<file path="src/rtl/nibble_serial_adder.sv">
`default_nettype none
// ============================================================================
// Module   : adder_4bit
// Purpose  : Combinational 4-bit adder slice with carry in and carry out.
// Ports    : a, b     - 4-bit addends
//            carry_in - carry into bit 0
//            sum      - 4-bit sum
//            carry    - carry out of bit 3
// Revision : 1.0 - initial release
// ============================================================================
module adder_4bit (
  input  logic [3:0] a,
  input  logic [3:0] b,
  input  logic       carry_in,
  output logic [3:0] sum,
  output logic       carry
);

  logic [4:0] w_total;

  assign w_total = {1'b0, a} + {1'b0, b} + {4'b0000, carry_in};
  assign sum     = w_total[3:0];
  assign carry   = w_total[4];

endmodule

// ============================================================================
// Module   : nibble_serial_adder
// Purpose  : Multi-cycle wide adder that streams one nibble pair per cycle
//            through a single adder_4bit, registering the carry between
//            nibbles. Operands arrive and the result leaves through
//            valid/ready handshakes.
// Ports    : clk, n_rst             - clock, synchronous active-low reset
//            in_valid / in_ready    - operand handshake
//            op_a, op_b, cin        - W-bit operands and carry in
//            out_valid / out_ready  - result handshake
//            result, carry_out, ovf - registered sum, carry, signed overflow
//            busy                   - operation in progress (CALC or DONE)
// Revision : 1.0 - initial release
// ============================================================================
module nibble_serial_adder #(
  parameter int NUM_NIBBLES = 4
) (
  input  logic                     clk,
  input  logic                     n_rst,
  input  logic                     in_valid,
  output logic                     in_ready,
  input  logic [4*NUM_NIBBLES-1:0] op_a,
  input  logic [4*NUM_NIBBLES-1:0] op_b,
  input  logic                     cin,
  output logic                     out_valid,
  input  logic                     out_ready,
  output logic [4*NUM_NIBBLES-1:0] result,
  output logic                     carry_out,
  output logic                     ovf,
  output logic                     busy
);

  localparam int W     = 4 * NUM_NIBBLES;
  localparam int IDX_W = (NUM_NIBBLES > 1) ? $clog2(NUM_NIBBLES) : 1;

  localparam logic [IDX_W-1:0] c_last_idx = IDX_W'(NUM_NIBBLES - 1);

  typedef enum logic [1:0] {
    S_IDLE = 2'd0,
    S_CALC = 2'd1,
    S_DONE = 2'd2
  } state_t;

  state_t           r_state;
  logic [IDX_W-1:0] r_idx;
  logic [W-1:0]     r_op_a;
  logic [W-1:0]     r_op_b;
  logic             r_carry;

  logic [W-1:0]     w_a_shift;
  logic [W-1:0]     w_b_shift;
  logic [3:0]       w_a_nib;
  logic [3:0]       w_b_nib;
  logic [3:0]       w_sum;
  logic             w_nib_carry;

  // Select the active nibble by shifting it down to bit 0.
  assign w_a_shift = r_op_a >> {r_idx, 2'b00};
  assign w_b_shift = r_op_b >> {r_idx, 2'b00};
  assign w_a_nib   = w_a_shift[3:0];
  assign w_b_nib   = w_b_shift[3:0];

  adder_4bit u_adder (
    .a        (w_a_nib),
    .b        (w_b_nib),
    .carry_in (r_carry),
    .sum      (w_sum),
    .carry    (w_nib_carry)
  );

  // Handshake and status outputs are pure decodes of the state register.
  assign in_ready  = (r_state == S_IDLE);
  assign out_valid = (r_state == S_DONE);
  assign busy      = (r_state != S_IDLE);

  always_ff @(posedge clk) begin
    if (!n_rst) begin
      r_state   <= S_IDLE;
      r_idx     <= '0;
      r_op_a    <= '0;
      r_op_b    <= '0;
      r_carry   <= 1'b0;
      result    <= '0;
      carry_out <= 1'b0;
      ovf       <= 1'b0;
    end else begin
      case (r_state)
        S_IDLE: begin
          if (in_valid) begin
            r_op_a  <= op_a;
            r_op_b  <= op_b;
            r_carry <= cin;
            result  <= '0;
            r_idx   <= '0;
            r_state <= S_CALC;
          end
        end
        S_CALC: begin
          result[{r_idx, 2'b00} +: 4] <= w_sum;
          r_carry                     <= w_nib_carry;
          r_idx                       <= r_idx + 1'b1;
          if (r_idx == c_last_idx) begin
            carry_out <= w_nib_carry;
            // Overflow: like-signed operands producing an opposite-signed sum.
            ovf       <= (r_op_a[W-1] == r_op_b[W-1]) && (w_sum[3] != r_op_a[W-1]);
            r_state   <= S_DONE;
          end
        end
        S_DONE: begin
          if (out_ready) begin
            r_state <= S_IDLE;
          end
        end
        default: begin
          r_state <= S_IDLE;
        end
      endcase
    end
  end

endmodule
`default_nettype wire

</file>
<file path="config.mk">
export PLATFORM = sky130hd
export DESIGN_NAME = nibble_serial_adder
export DESIGN_NICKNAME = d
export VERILOG_FILES = /design/src/rtl/nibble_serial_adder.sv
export SDC_FILE = /design/constraint.sdc
export NUM_CORES = 1
export LEC_CHECK = 0
export CAP_MARGIN = 10
export CORE_UTILIZATION = 36
export CTS_CLUSTER_DIAMETER = 120
export DETAILED_ROUTE_END_ITERATION = 6
export PLACE_DENSITY = 0.57
export SLEW_MARGIN = 20
export SYNTH_ARGS = -nofsm -noshare
export SYNTH_HDL_FRONTEND = slang
export SYNTH_SLANG_ARGS = --single-unit
</file>
<file path="constraint.sdc">
create_clock -name clk -period 3.5 [get_ports clk]
set_clock_uncertainty 0.1 [all_clocks]
set_input_delay 0.7 -clock clk [delete_from_list [all_inputs] [get_ports clk]]
set_output_delay 0.7 -clock clk [all_outputs]
set_load 0.1 [all_outputs]
</file>
==> impl_results.md <==
* CP Capture Type: flip-flop
* Flops & latches, synth at 55
* Antenna Nets Post-Route at 0
* CTS tree: built
* Sequential share of the synthesized area at 43.0%
* Synth cell types at 36
* PwrDens at 409 nW/um2
* Later-pin clock latency in the skew report at around 300 ps
* Worst hold path class: flip-flop to flip-flop
* Fmax at approximately 350 MHz
* Overflow after GRT at 0
* Placed Area at 3180 um2
* Buf/Inv on CP at 1
* Area contributors post-synth: dfxtp_1, nand2_1, a21boi_1
* Asr flop ratio synth at 0%
* Synth Instances at 273
* First-pass GRT wire length at 9520 um
* H-tree Lvls at 2
* Ys Warns at 0
* Per-cell routed wire length at 13.5 um
* Placeable Area at 6830 um2
* Most frequent cells in the layout: nand2_1, dfxtp_1, clkdlybuf4s50_1
* Max Cap Violations at 0
* DR vias at 2033
* Die Y at 86.3 um
* Final min period at 2880 ps
* Design area at 3300 um2
* Placed cell count at 415
* Worst setup SP type: flip-flop
* Finished Layout Cells at 423
* Syn Area/Cell at 9.38 um2
* GRT Overall Usage at 16.2%
* Fill cells at slightly below 700
* # diodes at 0
* 1st-iter DRT viols at 71
* Fin. max-slew vios at 0
* RSZ-0062 raised after global routing: no
* Final-stage net count at 372
* Setup TNS at 0 ps
* Final hold viol count at 0
* DRC at 0
* Die area at 7450 um2
* Vias in the first global route at 1990
* Vias per cell at between 4 and 5
* Leading area contributor after synthesis: dfxtp_1
* Cts repair resizes at 0
* Synthesized net count at 319
* Initial antenna violation count at 0
* Top Ports at 58
* Final setup violation count at 0
* Max Root-Sink Buffers at 2
* Synth Flop Type: dfxtp_1
* Crit-path leading delay family: flip-flops
* Number of enable flip-flop cells after synthesis at 0
* Row count at 30
* # Post-CTS Setup Buffers at 0
* Drt pass-1 iters at 4
* Final Wtd Congestion at 0.804
* Cts bufs inserted at 5
* Most common cell after layout, fill and taps aside: nand2_1
* Worst Path Required at between 3000 and 4000 ps
* Max stage delay cell, worst path: dfxtp_1
* Share of cells above drive strength 1 at about 14%
* PortBufs at 57
* Leakage at 0.00130 uW
* Max VDD drop at between 0.00015 and 0.0002 V
* Starting Density at 37.5%
* Synthesized area at 2560 um2
* Share of the synthesized area in the top cell type at 43.0%
* Largest net degree at the start of global routing at 34
* CTS sink count at 55
* Routed WL at 5700 um
* Final Cycle Share at 82.3%
* Reg clk slew, reported paths at 90 ps
* Status: complete, no violations
* Classification of the worst setup path: flip-flop to flip-flop
* Clk Tree Root Cell: clkbuf_8
* Max_slew headroom at 50.2%
* Worst path cell trace: buf_4, mux4_2, ha_1, a21oi_1, a21boi_1, or4_1, a31oi_1
* Largest stage delay, worst path at about 600 ps
* Worst Path Max Fanout at 9
* Dpl hpwl at 4220 um
* Worst-margin pin slew at about 740 ps
* Min Hold Slack at 357 ps
* Chip Width at around 86 um
* Power consumption at 1350 uW
* Post-CTS Hold Buffers at 0
* Area growth syn-to-layout at 28.8%
* WP data arrival at 3020 ps
## final cells by class
class | count | area, um2 | area share [%]
multi-input combinational | 198 | 1380 | 41.7
sequential | 55 | 1100 | 33.4
timing repair buffer | 62 | 568 | 17.2
tap | 96 | 120 | 3.64
clock buffer | 6 | 82.6 | 2.50
clock inverter | 2 | 35.0 | 1.06
inverter | 4 | 15.0 | 0.455
## Yosys cell counts (2+ instances only)
master    number
nand2_1       76
dfxtp_1       55
a21boi_1      35
nor2b_1       16
a22oi_1       12
buf_2          8
mux4_2         8
ha_1           7
clkbuf_1       6
a21o_1         5
inv_1          4
nor2_1         4
or3b_1         4
a21boi_0       3
a21oi_1        3
and3b_1        3
fa_1           2
nand3_1        2
o21a_1         2
o21ai_0        2
## per-layer routing
metal | track usage (%) | vias up | wire, um
li1 | - | 1044 | -
met1 | 21.3 | 942 | 2790
met2 | 27.6 | 42 | 2670
met3 | 3.52 | 5 | 187
met4 | 3.18 | 0 | 48
met5 | 0 | - | 0
## logic make-up after synthesis
group	after synthesis	synth area share [%]
xor+xnor	1	0.342
flops	55	43.0
compound gates	66	19.0
fa+ha+maj	9	4.99
buf+inv	20	3.62
simple gates	114	22.0
mux	8	7.04
## path summary, 6_finish.rpt
kind,start,end,slack (ps),cells after the start
setup reg to reg,r_idx[0],ovf,620,7
setup / recovery,r_idx[0],ovf,620,7
hold reg to reg,result[7],result[7],360,2
hold / removal,result[7],result[7],360,2
## power breakdown
group / internal, uW / total (uW) / switching, uW
Sequential: 653 / 677 / 23.4
Clock: 232 / 432 / 200
Combinational: 111 / 241 / 130
Total: 996 / 1350 / 353
## worst reg2reg max path: cells and delay by family (launching register included)
| family | cells | cell delay, ps |
|---|---|---|
| flip-flops | 1 | 590 |
| AO/OA/AOI/OAI | 3 | 520 |
| multiplexers | 1 | 510 |
| AND/OR/NAND/NOR | 1 | 490 |
| adder cells (fa/ha/maj) | 1 | 340 |
| buffers and inverters | 1 | 270 |
## sequential cells by signal, summed over array words and instances (netlist names)
register	flops
carry_out	1
r_carry	1
r_idx	2
r_state	2
r_op_a	16
ovf	1
result	16
r_op_b	16
## stage by stage
stage	setup WS (ps)	utilization, %
after floorplan	632	-
after global placement	682	46.5
after detailed placement	624	46.5
after CTS	592	48.3
after global routing	417	48.3
final	619	48.3
Power figures use the tool's default switching activity.
